**src/rtl/ps2_key_rx.sv**
```systemverilog
// PS/2 keyboard receiver: glitch-filtered clock, 11-bit frame decoder and
// scan-code prefix handling (E0 extended, F0 break, E1 pause skip) into a toggle-flagged key word.
module ps2_key_rx #(
    parameter int FILT_LEN = 8,
    parameter int TIMEOUT  = 65535
) (
    input  logic        MCLK,
    input  logic        RESET_N,
    input  logic        PS2_CLK,
    input  logic        PS2_DAT,
    output logic [10:0] KEY,
    output logic        ERR
);

    localparam int FW = (FILT_LEN > 1) ? $clog2(FILT_LEN) : 1;
    localparam int TW = $clog2(TIMEOUT + 1);
    localparam logic [FW-1:0] FILT_LAST = FW'(FILT_LEN - 1);
    localparam logic [TW-1:0] TO_LAST   = TW'(TIMEOUT - 1);

    localparam logic [7:0] B_EXT   = 8'hE0;
    localparam logic [7:0] B_BRK   = 8'hF0;
    localparam logic [7:0] B_PAUSE = 8'hE1;
    localparam logic [2:0] PAUSE_TAIL = 3'd7;

    typedef enum logic [1:0] {
        S_IDLE,
        S_DATA,
        S_PARITY,
        S_STOP
    } state_t;

    logic          clk_meta;
    logic          clk_sync;
    logic          dat_meta;
    logic          dat_sync;

    logic          filt_clk;
    logic [FW-1:0] filt_cnt;
    logic          filt_flip;
    logic          fall;

    state_t        state;
    state_t        state_nxt;
    logic [2:0]    bit_cnt;
    logic [2:0]    bit_cnt_nxt;
    logic [7:0]    shreg;
    logic [7:0]    shreg_nxt;
    logic          par_bit;
    logic          par_bit_nxt;
    logic [TW-1:0] to_cnt;
    logic [TW-1:0] to_cnt_nxt;
    logic          byte_ok;
    logic          frame_err;
    logic          timeout_hit;

    logic          ext_flag;
    logic          brk_flag;
    logic [2:0]    skip_cnt;

    always_ff @(posedge MCLK or negedge RESET_N) begin
        if (!RESET_N) begin
            clk_meta <= 1'b1;
            clk_sync <= 1'b1;
            dat_meta <= 1'b1;
            dat_sync <= 1'b1;
        end else begin
            clk_meta <= PS2_CLK;
            clk_sync <= clk_meta;
            dat_meta <= PS2_DAT;
            dat_sync <= dat_meta;
        end
    end

    // The filtered level flips on the FILT_LEN-th consecutive opposite sample;
    // that same cycle is the one in which data is sampled on a falling flip.
    assign filt_flip = (clk_sync != filt_clk) && (filt_cnt == FILT_LAST);
    assign fall      = filt_flip && filt_clk;

    always_ff @(posedge MCLK or negedge RESET_N) begin
        if (!RESET_N) begin
            filt_clk <= 1'b1;
            filt_cnt <= '0;
        end else if (clk_sync == filt_clk) begin
            filt_cnt <= '0;
        end else if (filt_flip) begin
            filt_clk <= clk_sync;
            filt_cnt <= '0;
        end else begin
            filt_cnt <= filt_cnt + 1'b1;
        end
    end

    always_ff @(posedge MCLK or negedge RESET_N) begin
        if (!RESET_N) begin
            state   <= S_IDLE;
            bit_cnt <= '0;
            shreg   <= '0;
            par_bit <= 1'b0;
            to_cnt  <= '0;
        end else begin
            state   <= state_nxt;
            bit_cnt <= bit_cnt_nxt;
            shreg   <= shreg_nxt;
            par_bit <= par_bit_nxt;
            to_cnt  <= to_cnt_nxt;
        end
    end

    always_comb begin
        state_nxt   = state;
        bit_cnt_nxt = bit_cnt;
        shreg_nxt   = shreg;
        par_bit_nxt = par_bit;
        to_cnt_nxt  = to_cnt;
        byte_ok     = 1'b0;
        frame_err   = 1'b0;
        timeout_hit = 1'b0;

        // A falling edge restarts the idle count, so it can never coincide with a timeout.
        if (state == S_IDLE || fall) begin
            to_cnt_nxt = '0;
        end else if (to_cnt == TO_LAST) begin
            timeout_hit = 1'b1;
            state_nxt   = S_IDLE;
            bit_cnt_nxt = '0;
            to_cnt_nxt  = '0;
        end else begin
            to_cnt_nxt = to_cnt + 1'b1;
        end

        if (fall) begin
            case (state)
                S_IDLE: begin
                    if (!dat_sync) begin
                        state_nxt   = S_DATA;
                        bit_cnt_nxt = '0;
                    end
                end
                S_DATA: begin
                    shreg_nxt   = {dat_sync, shreg[7:1]};
                    bit_cnt_nxt = bit_cnt + 1'b1;
                    if (bit_cnt == 3'd7) begin
                        state_nxt = S_PARITY;
                    end
                end
                S_PARITY: begin
                    par_bit_nxt = dat_sync;
                    state_nxt   = S_STOP;
                end
                S_STOP: begin
                    state_nxt   = S_IDLE;
                    bit_cnt_nxt = '0;
                    if (dat_sync && (^{shreg, par_bit})) begin
                        byte_ok = 1'b1;
                    end else begin
                        frame_err = 1'b1;
                    end
                end
                default: begin
                    state_nxt = S_IDLE;
                end
            endcase
        end
    end

    always_ff @(posedge MCLK or negedge RESET_N) begin
        if (!RESET_N) begin
            KEY      <= '0;
            ERR      <= 1'b0;
            ext_flag <= 1'b0;
            brk_flag <= 1'b0;
            skip_cnt <= '0;
        end else begin
            ERR <= frame_err | timeout_hit;
            if (frame_err || timeout_hit) begin
                ext_flag <= 1'b0;
                brk_flag <= 1'b0;
                skip_cnt <= '0;
            end else if (byte_ok) begin
                // Pause tail bytes are swallowed whatever their value.
                if (skip_cnt != '0) begin
                    skip_cnt <= skip_cnt - 1'b1;
                end else begin
                    case (shreg)
                        B_PAUSE: skip_cnt <= PAUSE_TAIL;
                        B_EXT:   ext_flag <= 1'b1;
                        B_BRK:   brk_flag <= 1'b1;
                        8'h00, 8'hAA, 8'hEE, 8'hFA, 8'hFE, 8'hFF: begin
                            ext_flag <= 1'b0;
                            brk_flag <= 1'b0;
                        end
                        default: begin
                            KEY      <= {~KEY[10], ~brk_flag, ext_flag, shreg};
                            ext_flag <= 1'b0;
                            brk_flag <= 1'b0;
                        end
                    endcase
                end
            end
        end
    end

endmodule

```
**config.mk**
```make
export PLATFORM = sky130hd
export DESIGN_NAME = ps2_key_rx
export DESIGN_NICKNAME = d
export VERILOG_FILES = /design/src/rtl/ps2_key_rx.sv
export SDC_FILE = /design/constraint.sdc
export NUM_CORES = 1
export LEC_CHECK = 0
export ABC_AREA = 1
export CAP_MARGIN = 20
export CELL_PAD_IN_SITES_DETAIL_PLACEMENT = 1
export CELL_PAD_IN_SITES_GLOBAL_PLACEMENT = 1
export CORE_MARGIN = 4
export CORE_UTILIZATION = 45
export DETAILED_ROUTE_END_ITERATION = 7
export GPL_TIMING_DRIVEN = 0
export PLACE_DENSITY_LB_ADDON = 0.1
export SYNTH_ARGS = -nofsm -noshare
export SYNTH_HDL_FRONTEND = slang
export SYNTH_SLANG_ARGS = --single-unit
```
**constraint.sdc**
```tcl
create_clock -name MCLK -period 2.56 [get_ports MCLK]
set_input_delay 0.512 -clock MCLK [delete_from_list [all_inputs] [get_ports MCLK]]
set_output_delay 0.512 -clock MCLK [all_outputs]
set_load 0.01 [all_outputs]
```
# Word level (Yosys, flattened, before mapping)
# Cells that the tools add are included.
# Widths: inputs -> output; s select.
[word_totals]
regBits = 55
inputBits = 4
output_inout_bits = 12
[classes]
addsub = 4
n_eq_ne = 19
mux = 35
n_bitwise = 7
n_reduce_logical = 21
[op_table]
columns = ["operator", "n"]
rows = [
  ["$eq 8x8->1 const B", 8],
  ["$mux 16", 2],
  ["$mux 3", 10],
  ["$add 16x1->16 const B", 1],
  ["$eq 16x16->1 const B", 1],
  ["$mux 1", 14],
  ["$mux 2", 5],
  ["$pmux 3 s3", 1],
  ["$reduce_or 9->1", 1],
  ["$reduce_xor 9->1", 1],
  ["$logic_not 8->1", 1],
  ["$pmux 2 s4", 1],
  ["$reduce_and 2->1", 4],
  ["$add 3x1->3 const B", 2],
  ["$eq 3x3->1 const B", 2],
  ["$not 1->1", 6],
  ["$reduce_and 3->1", 2],
  ["$reduce_bool 3->1", 2],
  ["$eq 2x2->1 const B", 2],
  ["$ne 2x1->1 const B", 2],
  ["$pmux 1 s2", 2],
  ["$reduce_and 4->1", 1],
  ["$reduce_or 2->1", 2],
  ["$logic_and 1x1->1", 3],
  ["9 further kinds", 10],
]

# Depth between registers and ports, before layout
# Gate-level depths: netlist (run 1).
[depth]
depth_word = 8
mapped_depth = 14

# Worst setup path before layout (run 1)
# OpenSTA, ideal clock, no wires.
[synth_path]
path_kind = "register to register"
startpoint = "reg filt_cnt[0]"
endpoint = "reg KEY[0]"
setup_time_ps = 117
arrival_time_ps = 1655
required_ps = 2443
setup_slack_ps = 787
stages_incl_launch_ff = 13
path_cell_list = "dfrtp_1 > ha_1 > ha_1 > nand2_1 > nor3_2 > nand2_1 > nor2_1 > nand2_1 > nor2_2 > nand3_2 > buf_6 > nand2_2 > nand2_1"
[synth_between]
elab_chain_cells = 8
[synth_rtl]
columns = ["element", "line_no", "rtl"]
rows = [
  ["from (decl)", "38", "logic [FW-1:0] filt_cnt;"],
  ["from (signal assigned)", "89", "filt_cnt <= filt_cnt + 1'b1;"],
  ["$eq 3x3->1 (*)", "76", "assign filt_flip = (clk_sync != filt_clk) && (filt_cnt == FILT_LAST);"],
  ["$logic_and 1x1->1 (*)", "76", ""],
  ["$logic_and 1x1->1 (*)", "77", "assign fall = filt_flip && filt_clk;"],
  ["$logic_or 1x1->1", "120", "if (state == S_IDLE || fall) begin"],
  ["$mux 1", "120", ""],
  ["$logic_or 1x1->1", "175", "if (frame_err || timeout_hit) begin"],
  ["$not 1->1 (no source line)", "-", ""],
  ["$reduce_and 4->1 (no source line) (*)", "-", ""],
  ["to (signal assigned)", "193", "KEY <= {~KEY[10], ~brk_flag, ext_flag, shreg};"],
  ["to (decl)", "11", "output logic [10:0] KEY,"],
]
# Mark *: on every way between the ends. The rest lies on a longest branch, timed or not.
# A chain may end at the register's enable or synchronous reset.

# Final worst setup path (run 1)
[layout_path]
startpoint = "reg filt_cnt[0]"
endpoint = "reg KEY[2]"
# Same word-level chain as after synthesis.

==> out/metrics.yaml, run 1 <==
core_region_area_sq_um: 5991
start_util_pct: 47.01
avgViaCountPerCell: 5.153
fin_util_pct: 53.05
maxSlewHeadroom_pct: 64.48
tns_ns: 0
placed_area_sq_um: 3075
pin_count: 16
avgRoutedWirePerCell_um: 13.66
peakVddDrop_uv: 260.3
clk_pin_slew_ns: 0.10
slew_violations: 0
synth_top_family_by_area: "simple AND/OR/NAND/NOR gates"
hold_path.class: "in -> async"
max_cap_viol_count: 0
synth_compound_area_share_pct: 8.707
drtAntennaViolNets: 0
drive_gt1_share_pct: 12.40
report.final.setup_viol: 0
die-area_sq_um: 7588
avgSynthCellArea_sq_um: 8.308
crit_chain: "ha_1, ha_1, nand2_1, nor3_2, nand2_1, nor2_1, nand2_1, nor2_2, buf_2, nand4_1, nand2_1"
cts_buffers: 5
synth-adder-area-share_pct: 3.554
cp.arrival_ns: 2.50
vias: 2257
clk_latency_ns: 0.31
antenna_found_initial: 0
drc: 0
post-dp-hpwl_um: 4569
stdcell_area_sq_um: 3178
track_usage_pct: 17.92
p_leak_nw: 1.496
seq_area_frac_synth_pct: 49.09
grt_pass1_vias: 2383
rows: 28
drtIter0Drc: 76
yosys.cell_types.count: 33
cp_max_fo: 10
period_share_pct: 87.92
synthesis.nets: 351
clk_path_buf_depth: 2
syn-instance-count: 339
power_density_nw_per_um2: 483.0
firstDrtPassIters: 4
cts_tree: "done"
cpMostUsedCell: "nand2_1"
yosysWarnings: 0
hold_viol_final: 0
syn-cell-area_sq_um: 2816
cts.sinks: 55
ys_ff_latch: 55
die_y_um: 87.11
area_delta_synth_final_pct: 12.84
synthSimpleGateAreaFrac_pct: 28.25
finClkSkew_ns: 0.007769
grt.overflow.total: 0
startpoint_type: "flop"
htreeDepth: 2
muxShareOfSynthArea_pct: 0.3554
root_buffer: "clkbuf_8"
fmax_mhz: 444.3
worst_path_max_delay_cell: "dfrtp_1"
fin_crit_ns: 2.251
die_w_um: 87.11
worst_pin_slew_ns: 0.5328
timing.hold.ws_ns: 0.1767
worstPathRequired_ns: 2.81
wirelength_um: 5985
grt_max_degree: 34
r2r_slack_ns: 0.31
num_antenna_cells: 0
max_stage_delay_ns: 0.37
synth-xor-area-share_pct: 2.488
final_nets: 374
port_buffers: 15
gp_congestion: 0.8195
cp-end-kind: "flop"
path_class: "reg -> reg"
grt_pass1_wl_um: 10810
cts_hold_buf: 0
status: "finished clean"
rsz0062_at_grt: "no"
-- layout by cell type, fill, tap and decap left out, types with 9 or more instances in the layout --
cell type        Yosys  routed
o21ai_0             23      23
nor3_1              10      10
nor2_1              31      30
nand2_1             85      85
inv_1               44      44
a21oi_1              9       9
clkdlybuf4s50_1      0      14
nand4_1             13      13
dfrtp_1             50      50
nand2_2             13      13
-- worst max-delay path: cells and delay by family, from the launching register on --
kind | cells | cell delay [ns]
AND/OR/NAND/NOR | 8 | 1.21
buffers and inverters | 1 | 0.24
flip-flops | 1 | 0.37
adder cells (fa/ha/maj) | 2 | 0.38
-- cells by family after synthesis --
family          Yosys count
flops                    55
buf+inv                  53
compound gates           42
mux                       1
xor+xnor                  8
simple gates            172
fa+ha+maj                 8
-- per-stage QoR --
| stage | instances | total power, mW | worst slack [ns] |
|---|---|---|---|
| CTS | 438 | 1.560 | 0.2176 |
| floorplan | 339 | 0.9918 | 0.7874 |
| global route | 438 | 1.609 | 0.07472 |
| global placement | 429 | 1.026 | -0.7654 |
| finish | 438 | 1.535 | 0.3091 |
| detailed placement | 430 | 1.037 | 0.2451 |
-- final cells by class --
type	count	area (sq um)
multi-input combinational	231	1224
buffer	6	36.28
timing repair buffer	16	165.2
clock buffer	8	100.1
sequential	55	1383
fill	727	2813
inverter	47	176.4
tap	75	93.84
-- registers in the layout (all words and copies together), names as in the netlist --
register / count
ERR: 1
KEY: 11
bit_cnt: 3
brk_flag: 1
clk_meta: 1
clk_sync: 1
dat_meta: 1
dat_sync: 1
ext_flag: 1
filt_clk: 1
filt_cnt: 3
par_bit: 1
shreg: 8
skip_cnt: 3
state: 2
to_cnt: 16
-- power breakdown --
group	internal (mW)	switching [mW]
Clock	0.248	0.272
Sequential	0.906	0.0181
Combinational	0.0351	0.0565
Total	1.19	0.347
-- cells in the mapped netlist --
cell type,instances,area share [%]
a211oi_1,1,0.27
a21oi_1,9,1.6
a31oi_1,2,0.44
buf_2,2,0.36
buf_4,1,0.27
buf_6,1,0.40
clkbuf_1,2,0.27
dfrtp_1,50,44
dfstp_2,5,4.7
ha_1,8,3.6
inv_1,44,5.9
inv_2,3,0.40
mux2i_1,1,0.36
nand2_1,85,11
nand2_2,13,2.9
nand3_1,8,1.4
nand3_2,1,0.36
nand3_4,1,0.62
nand3b_1,1,0.27
nand4_1,13,2.9
nand4_2,1,0.44
nor2_1,31,4.1
nor2_2,4,0.89
nor3_1,10,1.8
nor3_2,2,0.71
nor3b_1,2,0.53
o2111ai_1,3,0.93
o211ai_1,2,0.53
o21a_1,1,0.27
o21ai_0,23,4.1
o21ai_4,1,0.58
xnor2_1,3,0.93
xor2_1,5,1.6
-- worst paths after layout --
path	startpoint	to	depth (start not counted)
hold reg to reg	dat_meta$_DFF_PN1_	dat_sync$_DFF_PN1_	0
hold / removal	RESET_N	ERR$_DFF_PN0_	1
min in group MCLK	dat_meta$_DFF_PN1_	dat_sync$_DFF_PN1_	0
setup reg to reg	filt_cnt[0]$_DFF_PN0_	KEY[2]$_DFFE_PN0P_	11
setup / recovery	filt_cnt[0]$_DFF_PN0_	KEY[2]$_DFFE_PN0P_	11
max in group asynchronous	RESET_N	dat_meta$_DFF_PN1_	2
-- metal layers --
metal	vias to the layer above	track usage, %	wire length [um]
met3	9	3.311	166
met4	0	5.300	84
met2	23	31.61	3056
met5	-	0	0
li1	1133	-	-
met1	1092	22.30	2678
-- what timing repair did --
action,in CTS,in global routing
resized for setup,0,1
buffers inserted,0,0
endpoints found under the hold margin,0,0
endpoints found under the setup margin,0,1
(Power assumes the default switching activity.)
==> run 2, diff against run 1 <==
--- a/config.mk
+++ b/config.mk
@@ -13,2 +13,3 @@
 export CORE_UTILIZATION = 45
+export CTS_CLUSTER_DIAMETER = 60
 export DETAILED_ROUTE_END_ITERATION = 7
--- a/constraint.sdc
+++ b/constraint.sdc
@@ -3,2 +3,2 @@
 set_output_delay 0.512 -clock MCLK [all_outputs]
-set_load 0.01 [all_outputs]
+set_load 0.1 [all_outputs]
==> results of run 2 <==
Same layout as run 1 (identical final DEF). Status: finished clean.
Main changes from that run: setup slack after layout 0.3091 ns -> 0.1963 ns; start point of the critical path filt_cnt[0]$_DFF_PN0_ -> KEY[10]$_DFFE_PN0P_; end point of the critical path KEY[2]$_DFFE_PN0P_ -> KEY[10]
==> run 3, diff against run 2 <==
- clock period: 2.56 -> 2.7 ns (I/O delays scaled with it)
==> out/metrics.yaml, run 3 (synthesis results as in run 1) <==
drtAntennaViolNets: 0
stdcell_count: 438
startpoint_type: "flop"
root_buffer: "clkbuf_8"
clk_pin_slew_ns: 0.10
antenna_found_initial: 0
top_regs: "to_cnt: 16 flops, KEY: 11 flops, shreg: 8 flops"
area_delta_synth_final_pct: 12.75
clk_latency_ns: 0.31
clk_path_buf_depth: 2
drc: 0
wirelength_um: 5988
track_usage_pct: 17.92
maxSlewHeadroom_pct: 34.88
fin_util_pct: 53.01
worstPathRequired_ns: 2.16
port_buffers: 15
start_util_pct: 47.01
mostFrequentLayoutCells: "85 x nand2_1, 50 x dfrtp_1, 44 x inv_1"
final_common_cell: "nand2_1"
grt_max_degree: 34
grt.overflow.total: 0
crit_chain: "clkdlybuf4s50_1"
pin_count: 16
rsz0062_at_grt: "no"
grt_pass1_wl_um: 10810
postCtsSetupRepairBufs: 0
rows: 28
cp-end-kind: "output pin"
worst_path_max_delay_cell: "clkdlybuf4s50_1"
cts.sinks: 55
largest-register: "to_cnt"
hold_viol_final: 0
fmax_mhz: 418.1
period_share_pct: 88.58
finClkSkew_ns: 0.007203
die_w_um: 87.11
path_class: "reg -> out"
hold_path.class: "in -> async"
cts_buffers: 5
dp_cells: 430
cp_max_fo: 3
slew_violations: 0
max_cap_viol_count: 0
peakVddDrop_uv: 246.8
stdcell_area_sq_um: 3176
die-area_sq_um: 7588
grt_pass1_vias: 2383
cts_tree: "done"
drtIter0Drc: 71
firstDrtPassIters: 4
max_stage_delay_ns: 1.15
avgRoutedWirePerCell_um: 13.67
num_antenna_cells: 0
power_density_nw_per_um2: 458.4
report.final.setup_viol: 0
cts_hold_buf: 0
vias: 2257
p_leak_nw: 1.496
placed_area_sq_um: 3075
critPathBufInv: 1
critPathTopFamily: "buffers and inverters"
final_nets: 374
worst_pin_slew_ns: 0.9738
core_region_area_sq_um: 5991
post-dp-hpwl_um: 4569
gp_congestion: 0.8195
cp.arrival_ns: 1.85
die_y_um: 87.11
avgViaCountPerCell: 5.153
drive_gt1_share_pct: 12.12
status: "finished clean"
largest_reg_flops: 16
htreeDepth: 2
fin_total_pwr_mw: 1.456
fin_crit_ns: 2.392
post_cts_resized: 0
[run 3: stage by stage]
step	worst slack [ns]	hold slack [ns]	setup TNS [ns]
5_1_grt	0.1353	0.2366	0
6_report	0.3084	0.2048	0
4_1_cts	0.2897	0.2158	0
3_3_place_gp	-0.6534	0.3454	-32.69
2_1_floorplan	0.9093	0.2444	0
3_5_place_dp	0.3851	0.3472	0
[run 3: metal layers]
metal / global-route usage [%] / share of wire, % / vias up
li1: - / - / 1133
met1: 22.30 / 45 / 1092
met2: 31.61 / 51 / 23
met3: 3.311 / 2.8 / 9
met4: 5.300 / 1.4 / 0
met5: 0 / 0 / -
[run 3: final timing paths]
kind,slack (ns),to,startpoint,depth (start not counted)
max in group asynchronous,1.86,dat_meta$_DFF_PN1_,RESET_N,2
worst max-delay path,0.31,KEY[10],KEY[10]$_DFFE_PN0P_,1
worst max register to register,0.41,shreg[7]$_DFFE_PN0P_,filt_cnt[0]$_DFF_PN0_,6
min in group MCLK,0.36,dat_sync$_DFF_PN1_,dat_meta$_DFF_PN1_,0
worst min register to register,0.36,dat_sync$_DFF_PN1_,dat_meta$_DFF_PN1_,0
worst min-delay path,0.20,ERR$_DFF_PN0_,RESET_N,1
[run 3: where the power goes]
group | total, mW | switching, mW | leakage [nW] | internal, mW
Combinational | 0.0868 | 0.0535 | 0.696 | 0.0333
Clock | 0.493 | 0.258 | 0.0515 | 0.235
Sequential | 0.876 | 0.0172 | 0.749 | 0.859
[run 3: layout make-up]
class	instances	area (sq um)
fillers	728	2815
plain buffers	6	36.28
repair buffers	16	165.2
flip-flops and latches	55	1383
clock buffers	8	100.1
inverters	47	176.4
multi-input cells	231	1221
well taps	75	93.84
